===== src/rtl/pico_if_pkg.sv =====
// Shared definitions for the PicoBlaze key requester: FSM states and
// request-word constants.
package pico_if_pkg;

    typedef enum logic [2:0] {
        ST_IDLE      = 3'd0,
        ST_ISSUE     = 3'd1,
        ST_WAIT_DONE = 3'd2,
        ST_RELEASE   = 3'd3,
        ST_PLAY      = 3'd4,
        ST_WAIT_PLAY = 3'd5
    } state_t;

    localparam logic [7:0] REQ_ON             = 8'h01;
    localparam logic [7:0] REQ_OFF            = 8'h00;
    localparam logic [7:0] EQUAL_CODE_DEFAULT = 8'h3D;

    // States in which the handshake watchdog counts.
    function automatic logic is_wait_state(input state_t s);
        return (s == ST_WAIT_DONE) || (s == ST_RELEASE) || (s == ST_WAIT_PLAY);
    endfunction

endpackage


===== src/rtl/key_fifo.sv =====
// Key-event queue: 8-bit entries, first-word-fall-through head, pointers
// wrapping modulo DEPTH (power of two).
module key_fifo #(
    parameter int DEPTH = 4
) (
    input  logic                     clk,
    input  logic                     reset,
    input  logic                     push,
    input  logic [7:0]               din,
    input  logic                     pop,
    output logic [7:0]               dout,
    output logic                     full,
    output logic                     empty,
    output logic [$clog2(DEPTH):0]   count
);

    localparam int AW = $clog2(DEPTH);

    logic [7:0]     mem_q [DEPTH];
    logic [AW-1:0]  wr_ptr_q, wr_ptr_d;
    logic [AW-1:0]  rd_ptr_q, rd_ptr_d;
    logic [AW:0]    count_q, count_d;
    logic           push_ok, pop_ok;
    logic [DEPTH-1:0] wr_en;

    assign full    = (count_q == (AW+1)'(DEPTH));
    assign empty   = (count_q == '0);
    assign pop_ok  = pop && !empty;
    // A full queue still accepts a write when the head leaves in the same cycle.
    assign push_ok = push && (!full || pop_ok);

    genvar gi;
    generate
        for (gi = 0; gi < DEPTH; gi++) begin : g_wr_en
            assign wr_en[gi] = push_ok && (wr_ptr_q == AW'(gi));
        end
    endgenerate

    always_ff @(posedge clk) begin
        for (int i = 0; i < DEPTH; i++) begin
            if (wr_en[i]) begin
                mem_q[i] <= din;
            end
        end
    end

    always_comb begin
        wr_ptr_d = wr_ptr_q + AW'(push_ok);
        rd_ptr_d = rd_ptr_q + AW'(pop_ok);
        count_d  = count_q;
        case ({push_ok, pop_ok})
            2'b10:   count_d = count_q + (AW+1)'(1);
            2'b01:   count_d = count_q - (AW+1)'(1);
            default: count_d = count_q;
        endcase
    end

    always_ff @(posedge clk) begin
        if (reset) begin
            wr_ptr_q <= '0;
            rd_ptr_q <= '0;
            count_q  <= '0;
        end else begin
            wr_ptr_q <= wr_ptr_d;
            rd_ptr_q <= rd_ptr_d;
            count_q  <= count_d;
        end
    end

    assign dout  = mem_q[rd_ptr_q];
    assign count = count_q;

endmodule


===== src/rtl/pico_key_requester.sv =====
// Queues key events and runs a four-phase request/complete handshake with a
// PicoBlaze, then asks the audio player to play the returned phrase.
module pico_key_requester
    import pico_if_pkg::*;
#(
    parameter int         FIFO_DEPTH     = 4,
    parameter int         TIMEOUT_CYCLES = 25000000,
    parameter logic [7:0] EQUAL_CODE     = EQUAL_CODE_DEFAULT
) (
    input  logic       clk,
    input  logic       reset,
    input  logic       key_valid,
    input  logic [7:0] key_code,
    output logic       key_ready,
    output logic [7:0] start,
    output logic [7:0] select_key,
    output logic [7:0] check_equal,
    output logic       interrupt_in,
    input  logic [7:0] done,
    input  logic [7:0] equal_done,
    input  logic [7:0] out_sel,
    output logic       play_req,
    output logic [7:0] play_sel,
    input  logic       play_done,
    output logic       busy,
    output logic       timeout_err
);

    localparam int             TW         = $clog2(TIMEOUT_CYCLES + 1);
    localparam logic [TW-1:0]  TIMER_LAST = TW'(TIMEOUT_CYCLES - 1);

    logic [7:0]                    fifo_dout;
    logic                          fifo_full, fifo_empty, fifo_pop, fifo_push;
    logic [$clog2(FIFO_DEPTH):0]   fifo_count;

    state_t         state_q, state_d;
    logic [TW-1:0]  timer_q, timer_d;
    logic [7:0]     cur_q, cur_d;
    logic           eq_q, eq_d;
    logic [7:0]     start_q, start_d;
    logic [7:0]     check_q, check_d;
    logic           irq_q, irq_d;
    logic           play_req_q, play_req_d;
    logic [7:0]     play_sel_q, play_sel_d;
    logic           terr_q, terr_d;
    logic           compl_bit, timed_out, abort;
    logic           unused_bits;

    assign key_ready = !fifo_full;
    assign fifo_push = key_valid && key_ready;

    key_fifo #(.DEPTH(FIFO_DEPTH)) u_key_fifo (
        .clk   (clk),
        .reset (reset),
        .push  (fifo_push),
        .din   (key_code),
        .pop   (fifo_pop),
        .dout  (fifo_dout),
        .full  (fifo_full),
        .empty (fifo_empty),
        .count (fifo_count)
    );

    // Only bit 0 of each completion word carries meaning.
    assign unused_bits = ^{done[7:1], equal_done[7:1]};
    assign compl_bit   = eq_q ? equal_done[0] : done[0];
    assign timed_out   = (timer_q == TIMER_LAST);

    always_comb begin
        state_d    = state_q;
        timer_d    = timer_q;
        cur_d      = cur_q;
        eq_d       = eq_q;
        start_d    = start_q;
        check_d    = check_q;
        irq_d      = 1'b0;
        play_req_d = 1'b0;
        play_sel_d = play_sel_q;
        terr_d     = terr_q;
        fifo_pop   = 1'b0;
        abort      = 1'b0;

        if (is_wait_state(state_q)) begin
            timer_d = timer_q + TW'(1);
        end

        case (state_q)
            ST_IDLE: begin
                if (!fifo_empty) begin
                    fifo_pop = 1'b1;
                    cur_d    = fifo_dout;
                    eq_d     = (fifo_dout == EQUAL_CODE);
                    start_d  = REQ_ON;
                    check_d  = (fifo_dout == EQUAL_CODE) ? REQ_ON : REQ_OFF;
                    irq_d    = 1'b1;
                    state_d  = ST_ISSUE;
                end
            end
            ST_ISSUE: begin
                state_d = ST_WAIT_DONE;
            end
            ST_WAIT_DONE: begin
                if (compl_bit) begin
                    play_sel_d = out_sel;
                    start_d    = REQ_OFF;
                    check_d    = REQ_OFF;
                    state_d    = ST_RELEASE;
                end else if (timed_out) begin
                    abort = 1'b1;
                end
            end
            ST_RELEASE: begin
                if (!compl_bit) begin
                    play_req_d = 1'b1;
                    state_d    = ST_PLAY;
                end else if (timed_out) begin
                    abort = 1'b1;
                end
            end
            ST_PLAY: begin
                state_d = ST_WAIT_PLAY;
            end
            ST_WAIT_PLAY: begin
                if (play_done) begin
                    state_d = ST_IDLE;
                end else if (timed_out) begin
                    abort = 1'b1;
                end
            end
            default: begin
                state_d = ST_IDLE;
            end
        endcase

        if (abort) begin
            terr_d  = 1'b1;
            cur_d   = 8'h00;
            eq_d    = 1'b0;
            start_d = REQ_OFF;
            check_d = REQ_OFF;
            state_d = ST_IDLE;
        end

        if (state_d != state_q) begin
            timer_d = '0;
        end
    end

    always_ff @(posedge clk) begin
        if (reset) begin
            state_q    <= ST_IDLE;
            timer_q    <= '0;
            cur_q      <= 8'h00;
            eq_q       <= 1'b0;
            start_q    <= REQ_OFF;
            check_q    <= REQ_OFF;
            irq_q      <= 1'b0;
            play_req_q <= 1'b0;
            play_sel_q <= 8'h00;
            terr_q     <= 1'b0;
        end else begin
            state_q    <= state_d;
            timer_q    <= timer_d;
            cur_q      <= cur_d;
            eq_q       <= eq_d;
            start_q    <= start_d;
            check_q    <= check_d;
            irq_q      <= irq_d;
            play_req_q <= play_req_d;
            play_sel_q <= play_sel_d;
            terr_q     <= terr_d;
        end
    end

    assign start        = start_q;
    assign select_key   = cur_q;
    assign check_equal  = check_q;
    assign interrupt_in = irq_q;
    assign play_req     = play_req_q;
    assign play_sel     = play_sel_q;
    assign timeout_err  = terr_q;
    assign busy         = (state_q != ST_IDLE) || (fifo_count != '0);

endmodule


===== config.mk =====
export PLATFORM = sky130hd
export DESIGN_NAME = pico_key_requester
export DESIGN_NICKNAME = d
export VERILOG_FILES = /design/src/rtl/pico_if_pkg.sv /design/src/rtl/key_fifo.sv /design/src/rtl/pico_key_requester.sv
export SDC_FILE = /design/constraint.sdc
export NUM_CORES = 1
export LEC_CHECK = 0
export BUFFER_PORTS_ARGS = -buffer_cell sky130_fd_sc_hd__buf_2
export CORE_ASPECT_RATIO = 0.8
export CORE_MARGIN = 1
export CORE_UTILIZATION = 55
export DETAILED_ROUTE_END_ITERATION = 10
export PLACE_DENSITY_LB_ADDON = 0.05
export REMOVE_ABC_BUFFERS = 1
export SKIP_CTS_REPAIR_TIMING = 1
export SYNTH_ARGS = -nofsm -noshare
export SYNTH_HDL_FRONTEND = slang
export SYNTH_SLANG_ARGS = --single-unit

===== constraint.sdc =====
create_clock -name clk -period 2.85 [get_ports clk]
set_input_delay 0.285 -clock clk [delete_from_list [all_inputs] [get_ports clk]]
set_output_delay 0.285 -clock clk [all_outputs]
set_load 0.01 [all_outputs]

; ---- After elaboration in Yosys (flattened, before gate mapping)
; Memories as Yosys holds them, arrays and structs flattened. A register that Yosys moved wholly into a read port is not among the register bits.
; Cells that the tools add are included.
[word_totals]
reg_bits = 71
ramBits = 32
inputBits = 36
elab_cells = 106
mem_count = 1
[mem_list]
columns = name, words, word_bits, read_ports, rd_clocked_by_memory_dff, wr, line
row1 = u_key_fifo.mem_q, 4, 8, 1, 1, 1, key_fifo.sv:19  ; logic [7:0] mem_q [DEPTH];
[classes]
n_addsub = 5
n_eq_ne = 16
muxes = 40
bitwise_logic = 2
reduce_logical = 29
[op_table]
columns = cell, count
row1 = 2-to-1 mux 8 bit, 6
row2 = one-hot mux 8 bit (2 select lines), 2
row3 = "adder 25 x 1 -> 25 bit, second input constant", 1
row4 = "equality test 25 bit, second input constant", 1
row5 = OR reduction 8 bit, 3
row6 = 2-to-1 mux 1 bit, 20
row7 = one-hot mux 3 bit (6 select lines), 1
row8 = 2-to-1 mux 3 bit, 5
row9 = "equality test 3 bit, second input constant", 3
row10 = "equality test 8 x 6 -> 1 bit, second input constant", 1
row11 = 2-to-1 mux 2 bit, 4
row12 = logical AND 1 bit, 7
row13 = "equality test 2 bit, second input constant", 3
row14 = "equality test 3 x 2 -> 1 bit, second input constant", 2
row15 = zero test 3 bit, 2
row16 = one-hot mux 3 bit (2 select lines), 1
row17 = nonzero test 3 bit, 2
row18 = OR reduction 2 bit, 3
row19 = adder 2 x 1 -> 2 bit, 2
row20 = "equality test 2 x 1 -> 1 bit, second input constant", 2
row21 = logical OR 1 bit, 4
row22 = "inequality test 2 bit, second input constant", 2
row23 = AND reduction 2 bit, 2
row24 = nonzero test 2 bit, 2
row25 = 9 further kinds, 11

; ---- Longest topological paths before layout
; Gate-level depths: netlist of run 1.
[depth]
word_depth = 13
depth_mapped = 10
mapped_depth_nobuf = 9

; ---- By module
; A second synthesis of run 1 with hierarchy kept.
[hier_totals]
cells_unflattened = 355
hier_area_um2 = 3965.1
[modules_own_cells]
columns = module, n_inst, cells_each, area_per_inst_um2
row1 = pico_key_requester, 1, 273, 2436.1
row2 = key_fifo, 1, 82, 1529.0

; ---- Worst setup path after synthesis of run 1
; OpenSTA, ideal clock, no wires.
[synth_path]
path_type = reg2reg
startpoint = reg state_q[0]
endpoint = reg u_key_fifo.count_q[2] (netlist: u_key_fifo.count[2])
setup_time_ns = 0.071
t_arrival_ns = 2.256
setup_slack_ns = 0.523
path_stages_with_launch = 11
n_path_buf = 1
cell_sequence = dfxtp_1 -> clkbuf_1 -> nor3_1 -> nand2_1 -> clkinv_1 -> ha_1 -> inv_1 -> fa_1 -> xor2_1 -> or3_1 -> a21oi_1
[synth_between]
elab_chain_cells = 7
[synth_lines]
columns = element, line
row1 = "start, declared", pico_key_requester.sv:36  ; state_t state_q, state_d;
row2 = "start signal, assigned", pico_key_requester.sv:162  ; state_q <= state_d;
row3 = zero test 3 bit *, pico_key_requester.sv:87  ; case (state_q)
row4 = 2-to-1 mux 1 bit *, pico_key_requester.sv:87
row5 = named net fifo_pop, pico_key_requester.sv:33  ; logic fifo_full, fifo_empty, fifo_pop, fifo_push;
row6 = logical AND 1 bit *, key_fifo.sv:28  ; assign pop_ok = pop && !empty;
row7 = logical OR 1 bit, key_fifo.sv:30  ; assign push_ok = push && (!full || pop_ok);
row8 = logical AND 1 bit, key_fifo.sv:30
row9 = equality test 2 x 1 -> 1 bit or equality test 2 bit (tied branches), key_fifo.sv:51  ; case ({push_ok, pop_ok})
row10 = one-hot mux 3 bit (2 select lines) or nonzero test 2 bit (tied branches), --
row11 = "end signal, assigned", key_fifo.sv:66  ; count_q <= count_d;
row12 = "end, declared", key_fifo.sv:22  ; logic [AW:0] count_q, count_d;
; The timed path passes the listed nets; every way through them passes the cells marked *.
; A chain may end at the register's enable or synchronous reset.

; ---- Worst setup path after layout of run 1
; Ends and elaborated chain as after synthesis.

==> flow_summary_export.csv, run 1 <==
group,metric,value,unit
outcome,status,"complete, no violations",
worst_setup_path,cpMaxStageDelayCell,"dfxtp_1",
finish,drive_gt1_frac,0.1965,
yosys,yosys.cell_types.count,47,
power,seq_power_share,0.489,
cts,cts.htree.levels,3,
global_route,grt_pass1_wl,11110,um
cts,cts_buffers,9,
detailed_routing,dr_total_vias,2539,
worst_setup_path,reg2regPathDepth,9,
power,p_comb_frac,0.261,
detailed_routing,dr.pass1.iters,4,
power,p_int,2.256,mW
global_route,overflow,0,
detailed_routing,drtIter0Drc,139,
yosys,synth-seq-cells,89,
finish,layout.cells.most_common,"dfxtp_1",
worst_setup_path,critPathCaptureType,"flip-flop",
sta,rsz0062_at_grt,"false",
finish,fill_cells,545,
global_route,antenna_found_initial,0,
yosys,synthCells,350,
detailed_routing,drt_wl_total,6738,um
finish,diodes,0,
yosys,syn_area,3794,um2
cts,clk_pin_slew,0.08,ns
worst_setup_path,r2r_slack,0.60,ns
yosys,synth_edf_count,32,
worst_setup_path,cp_data_required_time,3.13,ns
global_route,use_met2,0.2734,
detailed_routing,drc_errors,0,
floorplanning,num_rows,26,
worst_setup_path,cpPeakStageDelay,0.42,ns
floorplanning,die_area,7236,um2
worst_setup_path,r2r-start,"state_q[0]$_SDFF_PP0_",
placed_design,port-buffer-count,44,
floorplanning,die_x,94.86,um
sta,slew_headroom,0.3358,
power,power.density,770.7,nW/um2
sta,timing.final.crit_period,2.250,ns
cts,cts_tree,"yes",
global_route,busiest_layer,"met1",
cts,cts-root-buf,"clkbuf_8",
power,power,3.262,mW
detailed_routing,detail-route-antenna-nets,0,
worst_setup_path,crit_start,"state_q[0]$_SDFF_PP0_",
power,leakage,1.533,nW
yosys,async_reset_ff_frac,0,
placed_design,gp_congestion,0.8019,
sta,worst_slack,0.5997,ns
finish,layout_common_cells,"dfxtp_1, nor2_1, buf_2",
floorplanning,core_region_area,6539,um2
yosys,synth_warnings,0,
flow_run,cap_violations,0,
yosys,synth_flop_cell,"dfxtp_1",
finish,areaGrowthSynthToFinish,11.58,%
power,vdd_drop_max,0.0003623,V
placed_design,pre_cts_slack,0.6373,ns
global_route,grt_pass1_vias,2370,
cts,insertion_delay,0.34,ns
global_route,groute.layer.met1.usage,0.3159,
sta,fmax,0.4444,GHz
yosys,synthTopCellsByArea,"dfxtp_1, edfxtp_1, mux4_2",
sta,report.final.slew_viol_count,0,
worst_setup_path,r2r_end,"u_key_fifo.count[2]$_SDFFE_PP0P_",
floorplanning,die_y,76.29,um
hold_path,hold_path.class,"in2reg",
global_route,use_met3,0.06088,
detailed_routing,post_drt_wl_per_cell,13.86,um
worst_setup_path,cp-start-kind,"flip-flop",
cts,clk_path_buf_depth,2,
sta,tns,0,ns
power,switching_share,0.3085,
cts,clock_sink_count,89,
hold_path,worstHoldStart,"key_code[4]",
finish,nets,438,
sta,report.final.setup_viol,0,
sta,finalCritPeriodShare,0.7896,
worst_setup_path,arrival,2.53,ns
worst_setup_path,crit_fanout,11,
worst_setup_path,crit_path_end,"u_key_fifo.count[2]$_SDFFE_PP0P_",
sta,final-hold-violation-count,0,
worst_setup_path,crit_chain,"nor3_1 > nand2_1 > clkinv_1 > ha_1 > inv_1 > fa_1 > xor2_1 > or3_1 > a21oi_1",
placed_design,numPlacedInstances,470,
global_route,grt_usage,0.2040,
finish,final_cell_count_no_fill,486,
placed_design,dp_hpwl,4791,um
yosys,yosysTopAreaCellShare,0.3008,
power,p_clk_frac,0.250,
floorplanning,num_io_pins,73,
sta,tightest_slew,0.9919,ns
yosys,synth_top_area_cell,"dfxtp_1",
yosys,avgSynthCellArea,10.84,um2
power,p_switching,1.006,mW
global_route,grt_start_max_net_pins,26,
worst_setup_path,path_class,"reg2reg",
sta,skew,0.006829,ns
detailed_routing,viasPerCell,5.224,
yosys,synth.yosys.seq_area_share,0.5541,
floorplanning,initial_core_util,0.5802,
[sequential cells by signal (all words and copies together) (netlist names)]
signal,flops
u_key_fifo.count,3
eq_q,1
state_q,3
interrupt_in,1
u_key_fifo.rd_ptr_q,2
timer_q,25
u_key_fifo.mem_q,32
u_key_fifo.wr_ptr_q,2
play_req,1
check_equal,1
start,1
timeout_err,1
play_sel,8
select_key,8
[how the worst min path moves through the flow]
stage | to | slack (ns) | depth (start not counted)
6_report | u_key_fifo.mem_q[3][4]$_DFFE_PP_ | 0.15 | 1
5_1_grt | u_key_fifo.mem_q[0][7]$_DFFE_PP_ | 0.13 | 1
2_1_floorplan | u_key_fifo.count[2]$_SDFFE_PP0P_ | 0.35 | 1
3_3_place_gp | select_key[5]$_SDFFE_PP0P_ | 0.44 | 2
4_1_cts | u_key_fifo.mem_q[3][7]$_DFFE_PP_ | 0.13 | 1
3_5_place_dp | select_key[6]$_SDFFE_PP0P_ | 0.45 | 2
[critical path, delay by kind of cell (launching register included)]
family	cells	cell delay [ns]
adder cells (fa/ha/maj)	2	0.55
flip-flops	1	0.42
AO/OA/AOI/OAI	1	0.14
buffers and inverters	2	0.14
XOR/XNOR	1	0.16
AND/OR/NAND/NOR	3	0.77
[layout make-up]
class                   count  area [um2]  share of cell area
multi-input cells         233        1509              0.3565
repair buffers             53       287.8             0.06799
inverters                  11       41.29            0.009755
clock inverters             5       56.30             0.01330
clock buffers              11       131.4             0.03104
flip-flops and latches     89        2102              0.4966
well taps                  84       105.1             0.02483
[Yosys cell counts, drive strengths merged (3+ instances only)]
master and n:
mux4 8, xor2 7, buf 24, nand2 31
nor2b 3, o21ai 6, nand4 6, inv 10
or3 3, nand3 10, mux2i 9, dfxtp 57
a21oi 17, and3 6, ha 4, edfxtp 32
nor2 48, clkbuf 6, nor3 7, nor4 9
o211ai 3, xnor2 19
[cell families (layout without fill, tap and decap cells)]
logic type	Yosys count	in the layout	synth area share
AOI/OAI and AO/OA	35	35	0.05904
muxes	18	18	0.07520
adders and majority gates	5	5	0.01847
buffers and inverters	41	80	0.06101
and+or+nand+nor	135	135	0.1712
xor gates and xnor gates	26	26	0.06003
DFF	89	89	0.5541
other	1	14	0.0009885
[per-stage QoR]
stage	utilization	cell area (um2)	hold slack (ns)
6_report	0.6473	4233	0.1523
3_5_place_dp	0.6186	4045	0.4468
5_1_grt	0.6473	4233	0.1342
2_1_floorplan	-	3652	0.3541
4_1_cts	0.6473	4233	0.1345
3_3_place_gp	0.6186	4045	0.4411
[power groups by stage]
stage                     registers, mW  logic [mW]  clock network (mW)
after floorplan                    1.65       0.505                   0
after global placement             1.62       0.838                   0
after detailed placement           1.63       0.852                   0
after CTS                          1.60       0.854               0.839
after global routing               1.62       0.951               0.894
final                              1.60       0.851               0.815
[routing by layer]
metal,wire length [um],part of all wire
met2,2769,0.41
met4,30,0.0045
met5,0,0
met3,323,0.048
met1,3615,0.54
Power figures use the tool's default switching activity.
==> inputs of run 2 (changes only) <==
Settings changed: ABC_AREA set to 1.
Clock period 2.85 ns to 2.34 ns, I/O delays scaled along.
==> run 2 against run 1 <==
Against the previous run:
- the flow now finishes with violations (DRC)
- sequential cell count is the same
- critical path depth up 3
- synthesized area up 6.5%
- critical path type unchanged
==> flow_summary_export.csv, run 2 <==
group,metric,value,unit
power,power.density,1037,nW/um2
power,leakage,1.873,nW
yosys,yosys.cell_types.count,35,
hold_path,hold_path.class,"in2reg",
yosys,ys_top_cells_by_count,"nor2_1, nand2_1, dfxtp_1, inv_1, edfxtp_1",
cts,clk_path_buf_depth,2,
floorplanning,num_rows,27,
worst_setup_path,critPathCaptureType,"flip-flop",
yosys,synth_warnings,0,
cts,cts_tree,"yes",
placed_design,port-buffer-count,44,
detailed_routing,dr.pass1.iters,9,
worst_setup_path,reg2regPathDepth,12,
global_route,grt_pass1_wl,13150,um
placed_design,gp_congestion,0.8011,
finish,layout_common_cells,"nor2_1, nand2_1, dfxtp_1",
detailed_routing,drt_wl_total,7845,um
cts,cts.htree.levels,3,
finish,drive_gt1_frac,0.1544,
floorplanning,die_x,97.83,um
worst_setup_path,path_class,"reg2reg",
sta,tightest_slew,0.5032,ns
sta,fmax,0.4774,GHz
detailed_routing,dr_total_vias,3115,
detailed_routing,drc_errors,8,
flow_run,cap_violations,0,
yosys,yosysTopAreaCellShare,0.2824,
worst_setup_path,crit_fanout,6,
worst_setup_path,r2r-start,"state_q[1]$_SDFF_PP0_",
cts,cts-root-buf,"clkbuf_8",
finish,multiInputGateArea,1595,um2
hold_path,hold_end,"u_key_fifo.mem_q[2][0]$_DFFE_PP_",
worst_setup_path,cp_data_required_time,2.59,ns
global_route,grt_usage,0.2225,
finish,utilization,0.6516,
worst_setup_path,cpPeakStageDelay,0.37,ns
yosys,synth.yosys.seq_area_share,0.5203,
yosys,synth_most_common_cell,"nor2_1",
yosys,synthTopCellsByArea,"dfxtp_1, edfxtp_1, nor2_1",
worst_setup_path,cp-start-kind,"flip-flop",
placed_design,dp_hpwl,5661,um
global_route,antenna_found_initial,0,
detailed_routing,viasPerCell,4.937,
floorplanning,die_area,7695,um2
finish,areaGrowthSynthToFinish,12.79,%
yosys,synth_flop_cell,"dfxtp_1",
floorplanning,initial_core_util,0.5777,
sta,report.final.slew_viol_count,0,
cts,insertion_delay,0.36,ns
detailed_routing,drtIter0Drc,157,
global_route,overflow,0,
sta,final-hold-violation-count,0,
sta,rsz0062_at_grt,"false",
global_route,grt_pass1_vias,2859,
finish,reg.largest.list,"u_key_fifo.mem_q (32), timer_q (25)",
sta,tns,0,ns
finish,fill_cells,604,
worst_setup_path,crit_chain,"inv_2 > nand2_1 > nor2_1 > nand2_1 > inv_2 > ha_1 > inv_1 > fa_1 > a21oi_1 > o21ai_0 > o21ai_0 > a21oi_1",
hold_path,worstHoldStart,"key_code[0]",
cts,clk_pin_slew,0.08,ns
sta,timing.final.crit_period,2.095,ns
yosys,synth_edf_count,32,
finish,layout.cells.most_common,"nor2_1",
worst_setup_path,r2r_slack,0.25,ns
sta,slew_headroom,0.6641,
detailed_routing,post_drt_wl_per_cell,12.43,um
finish,diodes,0,
global_route,grt_start_max_net_pins,26,
worst_setup_path,arrival,2.34,ns
outcome,status,"finished, violations left",
finish,largest_reg_flops,32,
worst_setup_path,cpMaxStageDelayCell,"dfxtp_1",
power,vdd_drop_max,0.0006590,V
worst_setup_path,r2r_end,"u_key_fifo.count[2]$_SDFFE_PP0P_",
finish,register_area,2102,um2
outcome,violations,"DRC",
finish,nets,580,
cts,clock_sink_count,89,
yosys,synth_top_area_cell,"dfxtp_1",
sta,finalCritPeriodShare,0.8951,
worst_setup_path,cp_top_family,"adder cells",
yosys,syn_area,4040,um2
yosys,synthCells,487,
yosys,async_reset_ff_frac,0,
worst_setup_path,cp_num_buf_inv,3,
sta,report.final.setup_viol,0,
detailed_routing,detail-route-antenna-nets,0,
floorplanning,die_y,78.66,um
finish,regMostFlops,"u_key_fifo.mem_q",
floorplanning,num_io_pins,73,
yosys,synth-seq-cells,89,
yosys,avgSynthCellArea,8.296,um2
floorplanning,core_region_area,6993,um2
sta,skew,0.006898,ns
hold_path,hold_depth,1,
cts,cts_buffers,9,
[run 2: stage by stage]
step / hold slack (ns) / instance area [um2] / std cells / worst slack, ns / total power [mW]
2_1_floorplan: 0.3031 / 3919 / 474 / 0.1303 / 3.000
3_3_place_gp: 0.4397 / 4323 / 615 / 0.2806 / 3.473
3_5_place_dp: 0.4409 / 4323 / 615 / 0.2125 / 3.516
4_1_cts: 0.07788 / 4557 / 631 / 0.1981 / 4.750
5_1_grt: 0.08054 / 4557 / 631 / 0.04049 / 5.046
6_report: 0.09159 / 4557 / 631 / 0.2455 / 4.728
[run 2: cell type report]
class,count,share of cell area
Tap cell,87,0.02389
Clock inverter,6,0.02334
Multi-Input combinational cell,326,0.3501
Inverter,59,0.04860
Timing Repair Buffer,54,0.06480
Sequential cell,89,0.4613
Clock buffer,10,0.02801
[run 2: worst max-delay path by stage]
| stage | start | end | slack (ns) | depth (start not counted) |
|---|---|---|---|---|
| global route | state_q[1]$_SDFF_PP0_ | u_key_fifo.count[2]$_SDFFE_PP0P_ | 0.04 | 12 |
| detailed placement | state_q[1]$_SDFF_PP0_ | u_key_fifo.count[2]$_SDFFE_PP0P_ | 0.21 | 12 |
| global placement | state_q[1]$_SDFF_PP0_ | u_key_fifo.count[2]$_SDFFE_PP0P_ | 0.28 | 12 |
| finish | state_q[1]$_SDFF_PP0_ | u_key_fifo.count[2]$_SDFFE_PP0P_ | 0.25 | 12 |
| CTS | state_q[1]$_SDFF_PP0_ | u_key_fifo.count[2]$_SDFFE_PP0P_ | 0.20 | 12 |
| floorplan | state_q[0]$_SDFF_PP0_ | u_key_fifo.count[2]$_SDFFE_PP0P_ | 0.13 | 12 |
[run 2: logic make-up after synthesis]
group	after synthesis	share of synthesized area
XOR/XNOR	21	0.04553
flip-flops	89	0.5203
other	1	0.0009282
multiplexers	1	0.002787
AO/OA/AOI/OAI	56	0.07402
adder cells (fa/ha/maj)	5	0.01734
AND/OR/NAND/NOR	229	0.2422
buffers and inverters	85	0.09693
[run 2: layer usage]
metal  GRT usage  up-vias  part of all wire
met5           0        -                 0
met4     0.07424        0            0.0056
met3     0.05788        4             0.066
met2      0.3479       90              0.44
met1      0.3005     1398              0.49
li1            -     1623                 -
[run 2: power breakdown]
group	switching [mW]	leakage (nW)	internal, mW
combinational	0.990	1.00	0.522
sequential	0.136	0.757	1.84
clock	0.531	0.116	0.705
==> inputs of run 3 (changes only) <==
Settings changed: CORE_UTILIZATION 55 to 50, REMOVE_ABC_BUFFERS 1 to not set, SYNTH_HIERARCHICAL set to 1.
==> run 3 against run 2 <==
Against the previous run:
- the run now ends clean
- final cell count grew 2.5%
- critical endpoint is now u_key_fifo/count[2]$_SDFFE_PP0P_
- utilization is 7.8 points lower
- design area grew 6.2%
- global-route usage down 2.4 points
- worst hold slack worse by 0.017 ns
- largest power group unchanged
- clock skew up 0.0023 ns
==> flow_summary_export.csv, run 3 <==
group,metric,value,unit
outcome,status,"complete, no violations",
cts,cts-root-buf,"clkbuf_8",
yosys,synth_simple_gate_area_share,0.2881,
worst_setup_path,cpPeakStageDelay,0.42,ns
sta,finalCritPeriodShare,0.9080,
detailed_routing,drc_errors,0,
global_route,grt_pass1_wl,13830,um
flow_run,cap_violations,0,
power,p_switching,1.783,mW
yosys,synth-compound-area-share,0.06475,
finish,layout_common_cells,"nor2_1, nand2_1, dfxtp_1",
yosys,synth.area.mux_share,0,
finish,postLayoutCellArea,4841,um2
yosys,synth_flop_cell,"dfxtp_1",
yosys,synth-seq-cells,89,
yosys,ys_top_cells_by_count,"nand2_1, nor2_1, dfxtp_1, inv_1, edfxtp_1",
detailed_routing,post_drt_wl_per_cell,12.81,um
detailed_routing,detail-route-antenna-nets,0,
floorplanning,core_region_area,8446,um2
sta,slew_headroom,0.6613,
detailed_routing,drtIter0Drc,116,
sta,timing.final.crit_period,2.125,ns
sta,skew,0.009227,ns
power,vdd_drop_max,0.0009567,V
worst_setup_path,cp-start-kind,"flip-flop",
floorplanning,num_io_pins,73,
cts,cts_buffers,9,
worst_setup_path,critPathCaptureType,"flip-flop",
yosys,synth_warnings,6,
finish,drive_gt1_frac,0.2617,
finish,areaGrowthSynthToFinish,11.34,%
floorplanning,die_area,9075,um2
placed_design,dp_hpwl,6064,um
detailed_routing,dr_total_vias,3122,
power,p_clk_frac,0.229,
yosys,synth_edf_count,32,
finish,diodes,0,
floorplanning,num_rows,30,
global_route,grt_start_max_net_pins,26,
floorplanning,die_x,106.3,um
worst_setup_path,cpMaxStageDelayCell,"dfxtp_1",
placed_design,port-buffer-count,44,
finish,regMostFlops,"u_key_fifo/mem_q",
hold_path,hold_path.class,"in2reg",
yosys,async_reset_ff_frac,0,
yosys,yosysTopAreaCellShare,0.2624,
detailed_routing,drt_wl_total,8291,um
yosys,synth_fa_ha_area_frac,0.01612,
cts,insertion_delay,0.37,ns
power,p_int,2.915,mW
cts,clk_path_buf_depth,2,
sta,report.final.setup_viol,0,
cts,cts_tree,"yes",
global_route,antenna_found_initial,0,
worst_setup_path,crit_chain,"nor2_2 > nand2_2 > nor2_4 > inv_1 > nor2_1 > ha_1 > inv_1 > fa_1 > inv_1 > nand2_1 > nand3_1 > nand2_1 > inv_1 > nor2_1",
yosys,synth_top_family_by_area,"simple AND/OR/NAND/NOR gates",
floorplanning,die_y,85.41,um
global_route,grt_usage,0.1988,
yosys,synthTopCellsByArea,"dfxtp_1, edfxtp_1, nor2_4",
sta,report.final.slew_viol_count,0,
worst_setup_path,crit_path_frequent_cell,"inv_1",
yosys,yosys.cell_types.count,36,
finish,reg.largest.list,"u_key_fifo/mem_q (32), timer_q (25)",
sta,final-hold-violation-count,0,
worst_setup_path,path_class,"reg2reg",
worst_setup_path,cp_data_required_time,2.61,ns
yosys,synth_top_area_cell,"dfxtp_1",
yosys,synth_xor_xnor_area_share,0.05237,
cts,clk_pin_slew,0.09,ns
sta,tns,0,ns
power,power.density,970.5,nW/um2
yosys,syn_area,4348,um2
placed_design,gp_congestion,0.7983,
finish,nets,571,
sta,rsz0062_at_grt,"false",
global_route,grt_pass1_vias,2887,
global_route,overflow,0,
floorplanning,initial_core_util,0.5148,
detailed_routing,dr.pass1.iters,4,
worst_setup_path,crit_fanout,8,
yosys,synthCells,475,
placed_design,pre_cts_slack,0.2446,ns
sta,worst_slack,0.2153,ns
power,p_comb_frac,0.344,
cts,clock_sink_count,89,
power,leakage,1.932,nW
finish,largest_reg_flops,32,
yosys,avgSynthCellArea,9.154,um2
power,switching_share,0.3796,
finish,utilization,0.5732,
yosys,synth.yosys.seq_area_share,0.4835,
worst_setup_path,arrival,2.39,ns
cts,cts.htree.levels,3,
sta,tightest_slew,0.5074,ns
detailed_routing,viasPerCell,4.825,
power,seq_power_share,0.427,
sta,fmax,0.4707,GHz
placed_design,dpl-instance-area,4641,um2
## run 3: worst paths after layout
check | from | end | slack (ns) | depth (start not counted)
worst max-delay path | state_q[0]$_SDFF_PP0_ | u_key_fifo/count[2]$_SDFFE_PP0P_ | 0.22 | 14
worst min-delay path | key_code[5] | u_key_fifo/mem_q[0][5]$_DFFE_PP_ | 0.07 | 1
worst max register to register | state_q[0]$_SDFF_PP0_ | u_key_fifo/count[2]$_SDFFE_PP0P_ | 0.22 | 14
worst min register to register | timeout_err$_SDFFE_PP0N_ | timeout_err$_SDFFE_PP0N_ | 0.46 | 2
## run 3: cells by family (layout without fill, tap and decap cells)
group / after synthesis / in the layout
flip-flops: 89 / 89
AO/OA/AOI/OAI: 52 / 52
other: 1 / 14
adder cells (fa/ha/maj): 5 / 5
XOR/XNOR: 26 / 26
buffers and inverters: 77 / 124
AND/OR/NAND/NOR: 225 / 225
## run 3: cell type report
type | count | area [um2]
clock buffer | 9 | 123.9
clock inverter | 7 | 76.32
fill | 782 | 3605
inverter | 54 | 206.4
multi-input combinational | 322 | 1884
sequential | 89 | 2102
tap | 112 | 140.1
timing repair buffer | 54 | 307.8
## run 3: critical path: cells and delay by family, from the launching register on
family                   cells  cell delay, ns
AND/OR/NAND/NOR              8            0.78
adder cells (fa/ha/maj)      2            0.59
flip-flops                   1            0.42
buffers and inverters        4            0.25
## run 3: per-layer routing
metal  GRT usage  vias up  routed length, um
met4     0.06061        0                100
met3     0.06144        9                454
li1            -     1607                  -
met1      0.2792     1435               4227
met5           0        -                  0
met2      0.2928       71               3507
## run 3: metrics by stage
stage / total power [mW] / cells / hold WS [ns]
6_report: 4.698 / 647 / 0.07490
4_1_cts: 4.766 / 647 / 0.05491
5_1_grt: 5.022 / 647 / 0.05787
2_1_floorplan: 3.283 / 488 / 0.3031
3_3_place_gp: 3.636 / 631 / 0.4367
3_5_place_dp: 3.675 / 631 / 0.4543
## run 3: power by group through the flow
| stage | combinational [mW] | clock (mW) | sequential (mW) |
|---|---|---|---|
| 2_1_floorplan | 1.24 | 0 | 2.05 |
| 3_3_place_gp | 1.61 | 0 | 2.03 |
| 3_5_place_dp | 1.63 | 0 | 2.04 |
| 4_1_cts | 1.64 | 1.12 | 2.01 |
| 5_1_grt | 1.81 | 1.17 | 2.04 |
| 6_report | 1.62 | 1.08 | 2.01 |
